<file path="src/rtl/fifo_ctrl_sync.sv">
// Synchronous FIFO controller: pointers, occupancy, status flags and memory enables.
// Define FIFO_CTRL_ERR_FLAGS_EN to build the sticky overflow/underflow flags.
module fifo_ctrl_sync #(
    parameter int ASIZE     = 4,
    parameter int AFULL_TH  = (1 << ASIZE) - 2,
    parameter int AEMPTY_TH = 2
) (
    input  logic             clk,
    input  logic             rst_n,
    input  logic             wr_req,
    input  logic             rd_req,
    input  logic             err_clr,
    output logic             wen,
    output logic             ren,
    output logic [ASIZE-1:0] waddr,
    output logic [ASIZE-1:0] raddr,
    output logic             rvalid,
    output logic             full,
    output logic             empty,
    output logic             almost_full,
    output logic             almost_empty,
    output logic [ASIZE:0]   count,
    output logic             overflow,
    output logic             underflow
);

    localparam int DEPTH = 1 << ASIZE;
    localparam logic [ASIZE:0] DEPTH_C = (ASIZE+1)'(DEPTH);
    localparam logic [ASIZE:0] AF_C    = (ASIZE+1)'(AFULL_TH);
    localparam logic [ASIZE:0] AE_C    = (ASIZE+1)'(AEMPTY_TH);
    localparam logic [ASIZE:0] PTR_ONE = {{ASIZE{1'b0}}, 1'b1};

    logic [ASIZE:0] wptr;
    logic [ASIZE:0] rptr;

    // The extra pointer bit separates full from empty when the addresses match.
    assign count        = wptr - rptr;
    assign full         = (count == DEPTH_C);
    assign empty        = (count == '0);
    assign almost_full  = (count >= AF_C);
    assign almost_empty = (count <= AE_C);
    assign waddr        = wptr[ASIZE-1:0];
    assign raddr        = rptr[ASIZE-1:0];

    // Gating with rst_n keeps the memory quiet while reset is held.
    assign wen = wr_req & ~full & rst_n;
    assign ren = rd_req & ~empty & rst_n;

    always_ff @(posedge clk or negedge rst_n) begin
        if (!rst_n) begin
            wptr   <= '0;
            rptr   <= '0;
            rvalid <= 1'b0;
        end else begin
            if (wen) begin
                wptr <= wptr + PTR_ONE;
            end
            if (ren) begin
                rptr <= rptr + PTR_ONE;
            end
            rvalid <= ren;
        end
    end

`ifdef FIFO_CTRL_ERR_FLAGS_EN
    // A new error in the same cycle as err_clr takes priority over the clear.
    always_ff @(posedge clk or negedge rst_n) begin
        if (!rst_n) begin
            overflow  <= 1'b0;
            underflow <= 1'b0;
        end else begin
            if (wr_req && full) begin
                overflow <= 1'b1;
            end else if (err_clr) begin
                overflow <= 1'b0;
            end
            if (rd_req && empty) begin
                underflow <= 1'b1;
            end else if (err_clr) begin
                underflow <= 1'b0;
            end
        end
    end
`else
    logic unused_err_clr;
    assign unused_err_clr = err_clr;
    assign overflow       = 1'b0;
    assign underflow      = 1'b0;
`endif

endmodule

</file>
<file path="config.mk">
export PLATFORM = sky130hd
export DESIGN_NAME = fifo_ctrl_sync
export DESIGN_NICKNAME = d
export VERILOG_FILES = /design/src/rtl/fifo_ctrl_sync.sv
export SDC_FILE = /design/constraint.sdc
export NUM_CORES = 1
export LEC_CHECK = 0
export CORE_UTILIZATION = 48
export CTS_CLUSTER_DIAMETER = 150
export DETAILED_ROUTE_END_ITERATION = 10
export PLACE_DENSITY = 0.83
export SLEW_MARGIN = 0
export SYNTH_ARGS = -nofsm -noshare
export SYNTH_HDL_FRONTEND = slang
export SYNTH_SLANG_ARGS = --single-unit
</file>
<file path="constraint.sdc">
create_clock -name clk -period 7.4 [get_ports clk]
set_input_delay 0.74 -clock clk [delete_from_list [all_inputs] [get_ports clk]]
set_output_delay 0.74 -clock clk [all_outputs]
set_load 0.01 [all_outputs]
</file>
**After elaboration in Yosys (flattened, before gate mapping)**

Index checks and enable logic that the tools add are counted.

- Add/sub/neg operators: 3
- $lt $le $gt $ge: 2
- Bitwise operators: 6
- Reductions and logical operators: 1
- Eq/ne operators: 1

Operators with widths:

| cell | count |
|---|---|
| adder 5 x 1 -> 5 bit, second input constant | 2 |
| == test 5 bit, second input constant | 1 |
| greater-or-equal comparator 5 x 4 -> 1 bit, second input constant | 1 |
| less-or-equal comparator 5 x 2 -> 1 bit, second input constant | 1 |
| logical NOT 5 bit | 1 |
| subtractor 5 bit | 1 |
| bitwise AND 1 bit | 4 |
| NOT 1 bit | 2 |

- Output and inout port bits: 22
- Bits in registers: 11

**Longest topological paths before layout**

- Depth in word-level cells: 5
- Mapped depth: 10

**Least setup slack after synthesis**

OpenSTA, ideal clock, no wires.

- Path kind: reg-to-output
- Start: register wptr[0]
- End: output port almost_empty
- Arrival: 2.461 ns
- Slack: 4.199 ns
- Stages on the path, launching flop included: 10
- Path through: dfrtp_1 -> inv_1 -> ha_1 -> inv_1 -> fa_1 -> a21o_1 -> a21oi_2 -> xor2_2 -> inv_2 -> a2111oi_0

- Longest elaborated chain between the ends: 2

RTL lines:

| item | RTL line | source |
|---|---|---|
| start, declared | 33 | `logic [ASIZE:0] wptr;` |
| start signal, assigned | 56 | `wptr <= wptr + PTR_ONE;` |
| subtractor 5 bit | 37 | `assign count = wptr - rptr;` |
| named net count[4] | 22 | `output logic [ASIZE:0] count,` |
| less-or-equal comparator 5 x 2 -> 1 bit | 41 | `assign almost_empty = (count <= AE_C);` |
| end, declared | 21 | `output logic almost_empty,` |

The timed path passes the listed nets, and every way through them passes these cells.

**Worst setup path in the final report**

- Start: register wptr[0]
- End: output port almost_empty

- Longest elaborated chain between the ends: 2

RTL lines:

| item | RTL line |
|---|---|
| subtractor 5 bit | 37 |
| less-or-equal comparator 5 x 2 -> 1 bit | 41 |

No other way between the ends.

==> out/summary.txt <==
Worst path most repeated cell = inv_1
Worst skew pair latency = 0.26 ns
Synthesized flop and latch total = 11
Die Wd = 43.9 µm
Dominant cell type by area after synthesis = dfrtp_1
Synthesized area = 842 µm²
Max Buffers Root-to-Sink = 2
Final period util = 53.4%
Commonest cells after routing, fill and taps aside = clkdlybuf4s50_1, dfrtp_1, inv_1, a21oi_1, nand2_1
Commonest non-fill, non-tap cell in the layout = clkdlybuf4s50_1
Final wirelength = 1570 µm
Slew Viols, Final = 0
Critical Path AT = 3.21 ns
Top cell family by delay on the critical path = buffers and inverters
P&R area growth vs syn = 24.4%
Count of cell types in the netlist = 24
Port Buf Inserts = 23
Vias in the first global route = 581
# DRC = 0
Post-CTS Hold Fix Bufs = 0
Layout Skew = 0.00162 ns
Tot GR Track Use = 17.6%
Fmax = 253 MHz
Root buffer cell = clkbuf_4
Core Area = 1580 µm²
Total number of vias = 622
TNS Setup = 0 ns
Pre-Repair DR Iteration Count = 6
Top cell type's share of synthesized area = 32.7%
Largest net degree at the start of global routing = 19
Warnings from Yosys = 0
Reg2reg end = wptr[1]
Initial Util = 53.4%
Outcome = finished, final reports clean
Register area share after synthesis = 32.7%
CTS tree = yes
CP Class = flip-flop to output pin
GRT overflow = 0
Final core occ = 66.4%
Worst reg2reg path startpoint = wptr[0]
RSZ-0062 raised after global routing = no
Setup ws final = 3.45 ns
Fraction of registers with async set/reset = 100%
Iteration-0 DRC Markers = 8
TritonCTS Sinks = 11
Setup Viol. Count Final = 0
Share of cells above drive strength 1 = 13.9%
Fin. Hold Viols = 0
CP bufs+invs = 4
Crit-path cells = inv_1, ha_1, inv_1, fa_1, a21o_1, a21oi_2, xor2_2, inv_2, a2111oi_0, clkdlybuf4s50_1
Cells after Synth = 83
First-pass GRT wire length = 2470 µm
CP max stage delay = 0.61 ns
CP Capture Type = output pin
GPL Wtd Cong = 0.784
Worst setup SP type = flip-flop
Post-CTS Setup Inserts = 0
Design area = 1050 µm²
Row cnt = 14
Post_cts resized = 0
HPWL after DPL = 1230 µm
CP endpoint = almost_empty
Post-layout min period = 3.95 ns
Htree depth = 1
Max Cap Viol = 0
Post-DRT Antenna Nets = 0
Die Height = 43.9 µm
Primary FF master, synth = dfrtp_1
Initial antenna violation count = 0
Ant diodes = 0
Ranking of synthesized cells by area = dfrtp_1, buf_4, ha_1
Required time of the critical path = 6.66 ns
CP Max Fanout = 8
Max-slew headroom = 53.7%
Area after DPL = 1020 µm²
Mean post-synth cell area = 10.1 µm²
Pre-CTS setup slack = 3.74 ns
FF-to-FF path depth = 10
Reg2reg setup slack = 4.72 ns
Slew @ Worst Pin = 0.693 ns
Hold Crit Class = flip-flop to flip-flop
CP startpoint = wptr[0]
Worst-path clk slew = 0.06 ns
Num CTS Buffers = 3
IO Pins = 27
WL/cell = 13.4 µm
Crit. path cell count = 10
EDFF count, synth = 0
Via density per instance = 5.32
Slowest-stage cell, CP = clkdlybuf4s50_1
Nets = 114
Die ar. = 1930 µm²
Fillers = 134
worst register-to-register path, delay by kind of cell, from the launching register on:
kind	cells	cell delay, ns
AOI/OAI and AO/OA	3	0.61
adders and majority gates	2	0.56
DFF	1	0.41
xor gates and xnor gates	1	0.34
buffers and inverters	3	0.32
muxes	1	0.32
worst min-delay path by stage:
| stage | startpoint | to | depth (start not counted) |
|---|---|---|---|
| floorplan | rst_n | rptr[0] | 0 |
| finish | wptr[4] | wptr[4] | 1 |
| detailed placement | wptr[4] | wptr[4] | 1 |
| global route | wptr[4] | wptr[4] | 1 |
| global placement | wptr[4] | wptr[4] | 1 |
| CTS | wptr[4] | wptr[4] | 1 |
through the flow:
stage          std cells  hold WS [ns]
6_report             117         0.490
3_5_place_dp         113         0.486
4_1_cts              117         0.495
5_1_grt              117         0.528
3_3_place_gp         113         0.478
2_1_floorplan         84         0.444
Yosys cell counts, drive strengths merged (2+ instances only):
cell,count
a21oi,10
dfrtp,11
nand3,2
xor2,7
nand2,7
ha,6
nor4,2
inv,8
buf,10
xnor2,5
and4,3
and2,2
mux2,3
registers in the layout (all words and copies together) (netlist names):
| register | count |
|---|---|
| rptr | 5 |
| rvalid | 1 |
| wptr | 5 |
metal layers:
metal / global-route usage [%] / up-vias / share of wire [%]
met5: 0 / - / 0
met4: 4.85 / 0 / 0
met3: 6.67 / 0 / 5.3
met2: 29.0 / 18 / 50
met1: 21.7 / 298 / 45
li1: - / 306 / -
logic make-up after synthesis:
| kind of cell | Yosys count | share of synthesized area, % |
|---|---|---|
| AOI/OAI and AO/OA | 13 | 12.0 |
| xor gates and xnor gates | 12 | 13.4 |
| adders and majority gates | 7 | 11.3 |
| buffers and inverters | 18 | 12.5 |
| DFF | 11 | 32.7 |
| muxes | 3 | 5.35 |
| other | 1 | 0.445 |
| and+or+nand+nor | 18 | 12.3 |
cell type report:
| class | instances | area (µm²) | share of cell area (%) |
|---|---|---|---|
| inverter | 8 | 30.0 | 2.87 |
| tap | 16 | 20.0 | 1.91 |
| timing repair buffer | 23 | 230 | 22.0 |
| sequential | 11 | 275 | 26.3 |
| clock buffer | 4 | 26.3 | 2.51 |
| multi-input combinational | 55 | 465 | 44.4 |
Power is left out: the tool's default activity adds up to more than one toggle a clock period on the data nets, which glitch-free logic cannot reach.
==> edit 1 (config.mk and constraints unchanged) <==
The option `FIFO_CTRL_ERR_FLAGS_EN` is turned on by a define.
--- a/src/rtl/fifo_ctrl_sync.sv
+++ b/src/rtl/fifo_ctrl_sync.sv
@@ -1,5 +1,7 @@
 // Synchronous FIFO controller: pointers, occupancy, status flags and memory enables.
 // Define FIFO_CTRL_ERR_FLAGS_EN to build the sticky overflow/underflow flags.
+`define FIFO_CTRL_ERR_FLAGS_EN
+
 module fifo_ctrl_sync #(
     parameter int ASIZE     = 4,
     parameter int AFULL_TH  = (1 << ASIZE) - 2,
Behaviour: not the same (a bounded check fails within 4 cycles, from zero or initial values and one cycle with rst_n low).
==> edit 1 against the original RTL <==
Non-clock buffer count rose by 3; synthesized cell count did not move; register-to-register slack improved by 60 ps; global-route usage rose by 1.6 points; routed wire length rose by 13%; synthesized area rose by 7.9%; fmax fell by 0.66%; cell area rose by 11%; setup slack got worse by 26 ps; count of clock-buffer cells in the layout did not move; clock skew rose by 8.0 ps; sequential cell count rose by 2; critical path depth did not move.
Power is left out: the tool's default activity adds up to more than one toggle a clock period on the data nets, which glitch-free logic cannot reach.
==> edit 1: results (changes against the original RTL) <==
Route
  – DR top layer: met4
  – Metal1 wirelength: 750 um (+5.6%)
  – WL met2: 921 um (+18%)
  – Drt wl/cell: 13.7 um (+2.0%)
  – Via count: 673 (+8.2%)
  – DRT Pass-1 Iters: 4 (-2)
  – DR iter-0 viols: 9 (+1)
  – Met3 routed WL: 94 um (+13%)

Global route
  – Grt met2 use: 0.320 (+0.0304)
  – Met1 usage: 0.239 (+0.0214)
  – First-pass GRT wire length: 2.76 mm (+12%)
  – Pin count of the biggest net entering global routing: 20 (+1)
  – GRT Util Overall: 0.193 (+0.0162)
  – Number of global-route vias before repair: 600 (+3.3%)

Placed design
  – Pre-CTS setup slack: 3710 ps (-27.1 ps)
  – Final GP Congestion: 0.810 (+3.3%)
  – DP HPWL: 1.44 mm (+17%)
  – Area after DPL: 1140 um^2 (+12%)

STA
  – Final min period: 3980 ps (+26.2 ps)
  – Rel. slew slack: 0.518 (-0.0184)
  – Clock skew: 9.66 ps (+8.04 ps)

Worst setup path
  – Worst R2R End: rptr[1]$_DFFE_PN0P_
  – Cell count of the worst reg-to-reg path: 9 (-1)
  – Worst Path Arrival: 3240 ps (+30 ps)
  – R2r setup slk: 4780 ps (+60 ps)
  – Slowest cell delay on critical path: 630 ps (+20 ps)

Synth
  – Mean Syn Cell Area: 10.9 um^2 (+7.9%)
  – Commonest cells in the synthesized netlist: dfrtp_1 (13), buf_4 (8), inv_1 (8)
  – Library cells used by synthesis: 25 (+4.2%)
  – Sequential element share of the synthesized area: 0.358 (+0.0312)
  – Synth top area cells: dfrtp_1 (36%), ha_1 (8.3%), buf_4 (6.6%), xor2_1 (5.8%), a21oi_4 (5.4%)

Layout
  – Layout cells sized above 1: 0.124 (-0.0148)
  – # fillers: 141 (+5.2%)
  – Nets: 118 (+3.5%)
  – Fin cells: 130 (+11%)

Run status
  – Status: complete, no violations

Clocking
  – Number of gates resized after CTS: 0 (unchanged)
  – Clock Latency Late Sink: 290 ps (+30 ps)
edit 1: cell types whose count changed after synthesis, sizes merged, moves of 2 or more:
cell    delta
a211oi     +2
a21oi      -2
a22o       +2
and4       -2
buf        -2
dfrtp      +2
edit 1: final cells by class:
cell class	instances	area (um^2)	area share
multi-input combinational	53	489	0.420
tap	25	31.3	0.0268
timing repair buffer	26	260	0.223
clock buffer	4	26.3	0.0225
inverter	9	33.8	0.0290
sequential	13	325	0.279
edit 1: how the worst min path moves through the flow:
stage / from / end / slack (ps) / depth (start not counted)
after floorplan: rst_n / overflow$_DFFE_PN0P_ / 440 / 0
after global placement: wptr[4]$_DFFE_PN0P_ / wptr[4]$_DFFE_PN0P_ / 480 / 1
after detailed placement: wptr[4]$_DFFE_PN0P_ / wptr[4]$_DFFE_PN0P_ / 480 / 1
after CTS: wptr[4]$_DFFE_PN0P_ / wptr[4]$_DFFE_PN0P_ / 490 / 1
after global routing: rptr[4]$_DFFE_PN0P_ / rptr[4]$_DFFE_PN0P_ / 530 / 1
final: wptr[4]$_DFFE_PN0P_ / wptr[4]$_DFFE_PN0P_ / 490 / 1
edit 1: worst register-to-register path: stages, from the launching register on:
cell	delay (ps)
dfrtp_1	420
inv_1	110
ha_1	160
inv_1	50
fa_1	410
xor2_1	370
nor4_1	90
mux2_4	360
a21oi_4	210
mux2_1	330
edit 1: cells by family after synthesis:
group / share of synthesized area
AND/OR/NAND/NOR: 0.0950
flip-flops: 0.358
AO/OA/AOI/OAI: 0.157
multiplexers: 0.0455
buffers and inverters: 0.103
adder cells (fa/ha/maj): 0.105
XOR/XNOR: 0.136
==> edit 2 (config.mk and constraints unchanged) <==
Without the edit above. Put a register stage on the output `count`, without a reset. The value now appears one clock later. The other outputs are not delayed to match.
--- a/src/rtl/fifo_ctrl_sync.sv
+++ b/src/rtl/fifo_ctrl_sync.sv
@@ -30,15 +30,17 @@
     localparam logic [ASIZE:0] AE_C    = (ASIZE+1)'(AEMPTY_TH);
     localparam logic [ASIZE:0] PTR_ONE = {{ASIZE{1'b0}}, 1'b1};
 
+    logic [ASIZE:0] count_d;
+
     logic [ASIZE:0] wptr;
     logic [ASIZE:0] rptr;
 
     // The extra pointer bit separates full from empty when the addresses match.
-    assign count        = wptr - rptr;
-    assign full         = (count == DEPTH_C);
-    assign empty        = (count == '0);
-    assign almost_full  = (count >= AF_C);
-    assign almost_empty = (count <= AE_C);
+    assign count_d      = wptr - rptr;
+    assign full         = (count_d == DEPTH_C);
+    assign empty        = (count_d == '0);
+    assign almost_full  = (count_d >= AF_C);
+    assign almost_empty = (count_d <= AE_C);
     assign waddr        = wptr[ASIZE-1:0];
     assign raddr        = rptr[ASIZE-1:0];
 
@@ -88,5 +90,9 @@
     assign underflow      = 1'b0;
 `endif
 
+    always_ff @(posedge clk) begin
+        count <= count_d;
+    end
+
 endmodule
 
Behaviour: not the same (Yosys sat finds a counterexample within 4 cycles, from zero or initial values and one cycle with rst_n low).
==> edit 2 against the original RTL <==
Critical path type unchanged; first-iteration DRC count decreased by 50%; sequential cell count increased by 5; routed wire length up 8.1%; setup slack worse by 26 ps; synthesized area grew 12%; cell area increased by 12%; final cell count up 12%; count of clock-buffer cells in the layout stayed put.
Power is left out: the tool's default activity adds up to more than one toggle a clock period on the data nets, which glitch-free logic cannot reach.
==> edit 2: results (changes against the original RTL) <==
Worst setup path
  – Crit Path Class: reg -> out
  – Worst R2R End: wptr[1]$_DFFE_PN0P_
  – Worst Path Arrival: 3240 ps (+30 ps)
  – Critical path endpoint: almost_empty
  – R2r setup slk: 4750 ps (+30 ps)
  – Crit-path max FO: 8 (unchanged)
  – Cell count of the worst reg-to-reg path: 10 (unchanged)
  – Worst R2R Start: wptr[0]$_DFFE_PN0P_
  – Worst setup path start: wptr[0]$_DFFE_PN0P_

Synth
  – Dominant synthesized flop cell: dfrtp_1
  – Commonest cells in the synthesized netlist: dfrtp_1 (11), buf_4 (10), a21oi_1 (7), inv_1 (7), nand2_1 (7)
  – Asr flop ratio synth: 0.688 (-0.313)
  – Library cells used by synthesis: 25 (+4.2%)
  – Ys Warns: 0 (unchanged)
  – Synth top area cells: dfrtp_1 (29%), dfxtp_1 (11%), buf_4 (8.0%), ha_1 (8.0%), xor2_1 (5.6%)
  – Sequential element share of the synthesized area: 0.398 (+0.0715)

Route
  – DRT Pass-1 Iters: 4 (-2)
  – DR iter-0 viols: 4 (-4)
  – Routed Antenna Nets: 0 (unchanged)
  – Via count: 648 (+4.2%)
  – DR top layer: met4
  – Met3 routed WL: 86 um (+3.6%)
  – Metal1 wirelength: 778 um (+9.6%)
  – WL met2: 818 um (+5.1%)
  – WL final: 1.70 mm (+8.1%)

Clocking
  – CTS Buf Count: 3 (unchanged)
  – Htree depth: 1 (unchanged)
  – Clock root cell: clkbuf_4
  – Worst-path clk slew: 90 ps (+30 ps)
  – Clock Latency Late Sink: 280 ps (+20 ps)
  – CTS Buffer Depth: 2 (unchanged)
  – Number of gates resized after CTS: 0 (unchanged)
  – Post-CTS setup buffer count: 0 (unchanged)

Layout
  – Ant. Diodes: 0 (unchanged)
  – Layout cells sized above 1: 0.142 (+0.00290)
  – # fillers: 152 (+13%)
  – Nets: 119 (+4.4%)
  – Top Registers: count (5), rptr (5), wptr (5)

Global route
  – Met3 Usage GRT: 0.0627 (-0.00392)
  – First-pass GRT wire length: 2.88 mm (+16%)
  – Pin count of the biggest net entering global routing: 19 (unchanged)
  – Number of global-route vias before repair: 644 (+11%)
  – Grt met2 use: 0.325 (+0.0354)
  – Initial antenna violation count: 0 (unchanged)
  – Met1 usage: 0.238 (+0.0205)
  – GRT Util Overall: 0.197 (+0.0208)

Placed design
  – Final GP Congestion: 0.762 (-2.8%)
  – PortBufs: 23 (unchanged)
  – DP HPWL: 1.32 mm (+7.5%)

Run status
  – Status: complete, no violations

Min path
  – HP Class: reg -> reg

STA
  – Clock skew: 1.73 ps (+0.109 ps)
  – Rel. slew slack: 0.547 (+0.0101)
==> edit 2: cells by family after synthesis <==
kind of cell | count (synthesis) | share of synthesized area
AO/OA/AOI/OAI | 13 | 0.108
XOR/XNOR | 12 | 0.120
adder cells (fa/ha/maj) | 7 | 0.101
buffers and inverters | 18 | 0.112
flip-flops | 16 | 0.398
multiplexers | 3 | 0.0478
other | 1 | 0.00398
AND/OR/NAND/NOR | 18 | 0.110
==> edit 2: critical path, cell delays in order, from the launching register on <==
cell	delay, ps
dfrtp_1	420
inv_1	110
ha_1	170
inv_1	60
fa_1	400
a21o_1	210
a21oi_2	190
xor2_2	320
inv_2	160
a2111oi_0	310
clkdlybuf4s50_1	610
==> edit 2: worst min path at each step <==
stage	startpoint	endpoint	depth (start not counted)
2_1_floorplan	rst_n	rptr[0]$_DFFE_PN0P_	0
4_1_cts	wptr[4]$_DFFE_PN0P_	wptr[4]$_DFFE_PN0P_	1
3_3_place_gp	wptr[4]$_DFFE_PN0P_	wptr[4]$_DFFE_PN0P_	1
5_1_grt	wptr[4]$_DFFE_PN0P_	wptr[4]$_DFFE_PN0P_	1
3_5_place_dp	wptr[4]$_DFFE_PN0P_	wptr[4]$_DFFE_PN0P_	1
6_report	wptr[4]$_DFFE_PN0P_	wptr[4]$_DFFE_PN0P_	1
==> edit 2: stage by stage <==
stage               setup slack [ps]  hold WS [ps]   util  cell area (um^2)  std cells
global route                    3150           529  0.655              1170        131
floorplan                       4230           444      -               946         89
CTS                             3420           513  0.655              1170        131
finish                          3420           512  0.655              1170        131
global placement                3760           477  0.635              1130        127
detailed placement              3760           496  0.635              1130        127
==> edit 2: area by class of cell <==
class                      count  share of cell area
multi-input combinational     55               0.398
tap                           25              0.0268
sequential                    16               0.321
timing repair buffer          23               0.197
clock buffer                   4              0.0310
inverter                       8              0.0257
